`src/rtl/axil_pkg.sv`:
```
// Shared AXI4-Lite register-bank types and the address decoder used by the bank and its benches.
package axil_pkg;

  typedef enum logic [1:0] {
    OKAY   = 2'b00,
    SLVERR = 2'b01
  } resp_e;

  typedef struct packed {
    logic        ok;
    logic [31:0] idx;
  } decode_t;

  // Aligned base means a sub-base address can never wrap into the window, so a 64-bit
  // subtraction gives the same verdict as one taken modulo 2^ADDR_WIDTH.
  function automatic decode_t addr_decode(input logic [63:0] addr, input logic [63:0] base,
                                          input int unsigned num_regs,
                                          input int unsigned bpw);
    logic [63:0] off;
    decode_t     dec;
    off     = addr - base;
    dec.ok  = (off < (64'(num_regs) * 64'(bpw))) && ((off & 64'(bpw - 1)) == 64'd0);
    dec.idx = 32'(off / 64'(bpw));
    return dec;
  endfunction

endpackage

```
`src/rtl/axil_wr_slot.sv`:
```
// One-deep holding register for an AXI write channel beat; freed by the bank on commit.
module axil_wr_slot #(
  parameter int unsigned Width = 32
) (
  input  logic             aclk,
  input  logic             aresetn,
  input  logic             valid_i,
  output logic             ready_o,
  input  logic [Width-1:0] data_i,
  input  logic             clear_i,
  output logic             held_o,
  output logic [Width-1:0] data_o
);

  logic             held_q;
  logic [Width-1:0] data_q;

  always_ff @(posedge aclk) begin
    if (!aresetn) begin
      held_q <= 1'b0;
      data_q <= '0;
    end else if (valid_i && !held_q) begin
      held_q <= 1'b1;
      data_q <= data_i;
    end else if (clear_i) begin
      held_q <= 1'b0;
    end
  end

  assign ready_o = !held_q;
  assign held_o  = held_q;
  assign data_o  = data_q;

endmodule

```
`src/rtl/axi4_lite_regbank.sv`:
```
// Parametrised AXI4-Lite register bank with read-only hardware-sourced registers.
// Define AXIL_REGBANK_WR_PULSE_EN to add the per-register wr_pulse_o strobe output.
module axi4_lite_regbank
  import axil_pkg::*;
#(
  parameter int unsigned           ADDR_WIDTH = 32,
  parameter int unsigned           DATA_WIDTH = 32,
  parameter int unsigned           NUM_REGS   = 16,
  parameter logic [ADDR_WIDTH-1:0] BASE_ADDR  = '0,
  parameter logic [NUM_REGS-1:0]   RO_MASK    = '0
) (
  input  logic                           aclk,
  input  logic                           aresetn,
  input  logic [ADDR_WIDTH-1:0]          awaddr_i,
  input  logic                           awvalid_i,
  output logic                           awready_o,
  input  logic [DATA_WIDTH-1:0]          wdata_i,
  input  logic [DATA_WIDTH/8-1:0]        wstrb_i,
  input  logic                           wvalid_i,
  output logic                           wready_o,
  output logic [1:0]                     bresp_o,
  output logic                           bvalid_o,
  input  logic                           bready_i,
  input  logic [ADDR_WIDTH-1:0]          araddr_i,
  input  logic                           arvalid_i,
  output logic                           arready_o,
  output logic [DATA_WIDTH-1:0]          rdata_o,
  output logic [1:0]                     rresp_o,
  output logic                           rvalid_o,
  input  logic                           rready_i,
  input  logic [NUM_REGS*DATA_WIDTH-1:0] hw_in_i,
`ifdef AXIL_REGBANK_WR_PULSE_EN
  output logic [NUM_REGS-1:0]            wr_pulse_o,
`endif
  output logic [NUM_REGS*DATA_WIDTH-1:0] reg_q_o
);

  localparam int unsigned Bpw  = DATA_WIDTH / 8;
  localparam int unsigned IdxW = $clog2(NUM_REGS);

  if (!(DATA_WIDTH == 32 || DATA_WIDTH == 64)) begin : g_bad_width
    $fatal(1, "axi4_lite_regbank: DATA_WIDTH must be 32 or 64");
  end
  if (NUM_REGS < 2 || (NUM_REGS & (NUM_REGS - 1)) != 0) begin : g_bad_depth
    $fatal(1, "axi4_lite_regbank: NUM_REGS must be a power of two >= 2");
  end
  if ((64'(BASE_ADDR) % 64'(NUM_REGS * Bpw)) != 64'd0) begin : g_bad_base
    $fatal(1, "axi4_lite_regbank: BASE_ADDR not aligned to bank size");
  end

  logic                              aw_held, w_held, commit;
  logic [ADDR_WIDTH-1:0]             aw_addr;
  logic [DATA_WIDTH+Bpw-1:0]         w_beat;
  logic [DATA_WIDTH-1:0]             w_data;
  logic [Bpw-1:0]                    w_strb;
  decode_t                           wr_dec, rd_dec;
  logic [IdxW-1:0]                   wr_idx, rd_idx;
  logic                              wr_ok;
  logic [NUM_REGS-1:0][DATA_WIDTH-1:0] regs_q, hw_vec;
  logic                              bvalid_q, rvalid_q;
  resp_e                             bresp_q, rresp_q;
  logic [DATA_WIDTH-1:0]             rdata_q;
  logic                              unused_idx_bits;

  axil_wr_slot #(
    .Width(ADDR_WIDTH)
  ) u_aw_slot (
    .aclk   (aclk),
    .aresetn(aresetn),
    .valid_i(awvalid_i),
    .ready_o(awready_o),
    .data_i (awaddr_i),
    .clear_i(commit),
    .held_o (aw_held),
    .data_o (aw_addr)
  );

  axil_wr_slot #(
    .Width(DATA_WIDTH + Bpw)
  ) u_w_slot (
    .aclk   (aclk),
    .aresetn(aresetn),
    .valid_i(wvalid_i),
    .ready_o(wready_o),
    .data_i ({wstrb_i, wdata_i}),
    .clear_i(commit),
    .held_o (w_held),
    .data_o (w_beat)
  );

  assign w_data  = w_beat[DATA_WIDTH-1:0];
  assign w_strb  = w_beat[DATA_WIDTH +: Bpw];
  assign wr_dec  = addr_decode(64'(aw_addr), 64'(BASE_ADDR), NUM_REGS, Bpw);
  assign wr_idx  = wr_dec.idx[IdxW-1:0];
  assign wr_ok   = wr_dec.ok && !RO_MASK[wr_idx];
  // The B slot frees in the same cycle as its handshake, so a pending write can commit then.
  assign commit  = aw_held && w_held && (!bvalid_q || bready_i);

  assign rd_dec  = addr_decode(64'(araddr_i), 64'(BASE_ADDR), NUM_REGS, Bpw);
  assign rd_idx  = rd_dec.idx[IdxW-1:0];
  assign hw_vec  = hw_in_i;
  assign arready_o = !rvalid_q || rready_i;

  assign unused_idx_bits = ^{wr_dec.idx[31:IdxW], rd_dec.idx[31:IdxW]};

  // Read-only registers are never written, so their storage stays zero.
  always_ff @(posedge aclk) begin
    if (!aresetn) begin
      regs_q <= '0;
    end else if (commit && wr_ok) begin
      for (int unsigned b = 0; b < Bpw; b++) begin
        if (w_strb[b]) regs_q[wr_idx][b*8 +: 8] <= w_data[b*8 +: 8];
      end
    end
  end

  always_ff @(posedge aclk) begin
    if (!aresetn) begin
      bvalid_q <= 1'b0;
      bresp_q  <= OKAY;
    end else if (commit) begin
      bvalid_q <= 1'b1;
      bresp_q  <= wr_ok ? OKAY : SLVERR;
    end else if (bready_i) begin
      bvalid_q <= 1'b0;
    end
  end

  // regs_q is read before this edge's commit lands, giving pre-write data on a collision.
  always_ff @(posedge aclk) begin
    if (!aresetn) begin
      rvalid_q <= 1'b0;
      rresp_q  <= OKAY;
      rdata_q  <= '0;
    end else if (arvalid_i && arready_o) begin
      rvalid_q <= 1'b1;
      if (!rd_dec.ok) begin
        rdata_q <= '0;
        rresp_q <= SLVERR;
      end else if (RO_MASK[rd_idx]) begin
        rdata_q <= hw_vec[rd_idx];
        rresp_q <= OKAY;
      end else begin
        rdata_q <= regs_q[rd_idx];
        rresp_q <= OKAY;
      end
    end else if (rready_i) begin
      rvalid_q <= 1'b0;
    end
  end

`ifdef AXIL_REGBANK_WR_PULSE_EN
  logic [NUM_REGS-1:0] wr_pulse_q;

  always_ff @(posedge aclk) begin
    if (!aresetn) begin
      wr_pulse_q <= '0;
    end else begin
      wr_pulse_q <= '0;
      if (commit && wr_ok && |w_strb) wr_pulse_q[wr_idx] <= 1'b1;
    end
  end

  assign wr_pulse_o = wr_pulse_q;
`endif

  assign bvalid_o = bvalid_q;
  assign bresp_o  = bresp_q;
  assign rvalid_o = rvalid_q;
  assign rresp_o  = rresp_q;
  assign rdata_o  = rdata_q;
  assign reg_q_o  = regs_q;

endmodule

```
`config.mk`:
```
export PLATFORM = sky130hd
export DESIGN_NAME = axi4_lite_regbank
export DESIGN_NICKNAME = d
export VERILOG_FILES = /design/src/rtl/axil_pkg.sv /design/src/rtl/axil_wr_slot.sv /design/src/rtl/axi4_lite_regbank.sv
export SDC_FILE = /design/constraint.sdc
export NUM_CORES = 1
export LEC_CHECK = 0
export CAP_MARGIN = 20
export CORE_AREA = 3 3 457 459
export DETAILED_ROUTE_END_ITERATION = 12
export DIE_AREA = 0 0 460 462
export PLACE_DENSITY = 0.31
export SKIP_LAST_GASP = 1
export SLEW_MARGIN = 20
export SYNTH_ARGS = -nofsm -noshare
export SYNTH_HDL_FRONTEND = slang
export SYNTH_HIERARCHICAL = 1
export SYNTH_SLANG_ARGS = --single-unit
export TNS_END_PERCENT = 50
```
`constraint.sdc`:
```
create_clock -name aclk -period 3.07 [get_ports aclk]
set_input_delay 0.921 -clock aclk [delete_from_list [all_inputs] [get_ports aclk]]
set_output_delay 0.921 -clock aclk [all_outputs]
set_load 0.05 [all_outputs]
```
==> out/qor.csv <==
metric,value,unit
rows,166,
gp_congestion,0.7531,
p_leak,16.53,nW
port_buffers,657,
initial_core_util,13.15,%
core,0.2048,mm²
layout_commonest_cell,nand2_1,
syn_area,0.02693,mm²
avgSynthCellArea,10.94,µm²
path_cells,clkdlybuf4s50_1,
synth_area_leaders,"dfxtp_1, mux2i_1, mux4_2",
holdWs,0.4565,ns
r2r_cells,8,
slowest_stage,clkdlybuf4s50_1,
dpl.hpwl,119800,µm
synth_seq_cells,618,
yosysTopAreaCell,dfxtp_1,
critPathBufInv,1,
worst_pin_slew,0.9518,ns
regArea,0.01237,mm²
design_area,0.04058,mm²
multi_input_area,0.01361,mm²
avgViaCountPerCell,3.698,
timing.rr.start,u_aw_slot/data_o[30],
worstPathMaxFanout,3,
post-cts-setup-buffers,0,
cts_buffer_depth,3,
routedWlPerCell,26.62,µm
pin_count,1172,
crit_type,flip-flop to output pin,
crit_start,reg_q_o[429],
place_area,0.03777,mm²
cts.sinks,618,
tns,0,ns
grt_pass1_wl,209800,µm
worstSkewPairLatency,0.71,ns
fin_crit,3.003,ns
cts_tree,yes,
hp-start,u_w_slot/data_o[18],
ys_types,34,
cp-start-kind,flip-flop,
drive_gt1_share,16.18,%
finalNetCount,3781,
grtUsageMet3,7.343,%
grt_pass1_vias,22550,
grt_usage,14.42,%
met2_usage,21.03,%
final_hold_viol_count,0,
htreeDepth,3,
num-fill-cells,22410,
slew_violations,0,
drt_iter0_markers,1107,
powerDensity,480.9,mW/mm²
cap_violations,0,
holdCritPathClass,flip-flop to flip-flop,
cp_data_required_time,2.15,ns
cts-root-buf,clkbuf_16,
timing.rr.end,reg_q_o[275],
r2r_setup_slack,0.48,ns
worst_slew_margin_rel,36.46,%
rsz0062_at_grt,true,
die_y,462,µm
final_cell_mix,"nand2_1, dfxtp_1, clkdlybuf4s50_1, mux2i_1, mux4_2",
finalSetupViolations,0,
syn_inst,2462,
synth_top_area_share,45.94,%
die_area,0.2125,mm²
grt_start_max_net_pins,77,
path_depth,1,
grt.met1_usage,19.17,%
ys.warnings.count,6,
status,"finished, final reports clean",
cts_hold_buf,0,
antenna_found_initial,23,
max_stage_delay,0.87,ns
finalCritPeriodShare,97.81,%
ir_drop,370.1,µV
fp.dieW,460,µm
ant_nets,0,
overflow,0,
cts_made_buffers,86,
worstPathArrival,2.08,ns
ys_seq_area_share,45.94,%
finClkSkew,0.03501,ns
grt-busiest-layer,met2,
num_vias,21880,
wl,157500,µm
critPathCapture,reg_q_o[429],
first_pass_iters,4,
fmax,333.0,MHz
drc,0,
path_clk_slew,0.06,ns
crit_family,buffers and inverters,
syn_to_final_growth,50.68,%
end_kind,output pin,
## through the flow
stage               total power (W)  utilization, %  instances  worst slack [ns]
global route                0.02030           19.81       5915          -0.01476
finish                      0.01952           19.82       5917           0.06729
CTS                         0.02000           19.81       5914          -0.02927
floorplan                  0.008902               -       2463            0.4962
global placement           0.009509           18.44       5762          -0.03933
detailed placement         0.009506           18.44       5762          -0.02607
## final cells by class
type                       count  share of cell area [%]
antenna                        3                 0.01850
sequential                   618                   30.49
timing repair buffer         805                   20.71
clock inverter                22                  0.7708
inverter                       3                 0.02775
tap                         2688                   8.287
clock buffer                 130                   6.154
multi-input combinational   1648                   33.54
## registers in the layout, summed over array words and instances, names as in the netlist
signal            cells
bresp_o               1
bvalid_o              1
rdata_o              32
rresp_o               1
u_w_slot/held_o       1
rvalid_o              1
u_aw_slot/data_o     32
u_w_slot/data_o      36
u_aw_slot/held_o      1
reg_q_o             512
## worst min-delay path by stage
| stage | to | cells after the start | slack, ns |
|---|---|---|---|
| 2_1_floorplan | u_aw_slot/data_o[0] | 2 | 0.43 |
| 3_3_place_gp | u_aw_slot/data_o[6] | 2 | 0.44 |
| 4_1_cts | u_aw_slot/data_o[11] | 2 | 0.46 |
| 6_report | u_w_slot/data_o[18] | 2 | 0.46 |
| 3_5_place_dp | u_aw_slot/data_o[6] | 2 | 0.44 |
| 5_1_grt | u_aw_slot/data_o[25] | 2 | 0.47 |
## power by group
part / internal (W) / switching (W) / leakage (nW)
combinational: 0.000422 / 0.000714 / 10.2
sequential: 0.00809 / 0.0000662 / 4.99
clock: 0.00609 / 0.00413 / 1.37
total: 0.0146 / 0.00491 / 16.5
## synth_stat cells
cell type	n
nand4_1	1
inv_1	3
o211a_1	3
and4_1	1
o21ai_0	1
nand2_1	718
conb_1	1
dfxtp_1	618
nor2b_1	5
or4_1	2
nand3_1	1
nor3_2	6
buf_2	32
a21oi_1	1
nor2_1	14
and4_4	1
buf_12	12
buf_1	9
nand3_2	5
mux2i_1	580
nand2b_1	5
nor4_2	1
buf_6	2
a22oi_1	64
buf_4	16
a22o_1	32
nor4_1	12
and3_1	11
mux4_2	128
and2_1	2
a21boi_0	1
nor2b_2	2
clkbuf_1	123
nand3_4	49
## logic make-up after synthesis
logic type             Yosys count  share of synthesized area, %
AO/OA/AOI/OAI                  102                         3.001
AND/OR/NAND/NOR                836                         14.89
buffers and inverters          197                         3.898
flip-flops                     618                         45.94
multiplexers                   708                         32.26
other                            1                       0.01392
## per-layer routing
| metal | up-vias | part of all wire [%] | wire, µm |
|---|---|---|---|
| li1 | 10070 | - | - |
| met1 | 10950 | 46 | 72450 |
| met2 | 700 | 41 | 65300 |
| met3 | 136 | 11 | 17630 |
| met4 | 28 | 1.2 | 1949 |
| met5 | - | 0.12 | 185 |
## timing repair
item | CTS | global route
endpoints found under the setup margin | 20 | 7
endpoints found under the hold margin | 0 | 0
gates resized for setup | 10 | 3
Note: power is estimated with default switching activity, not from simulation.
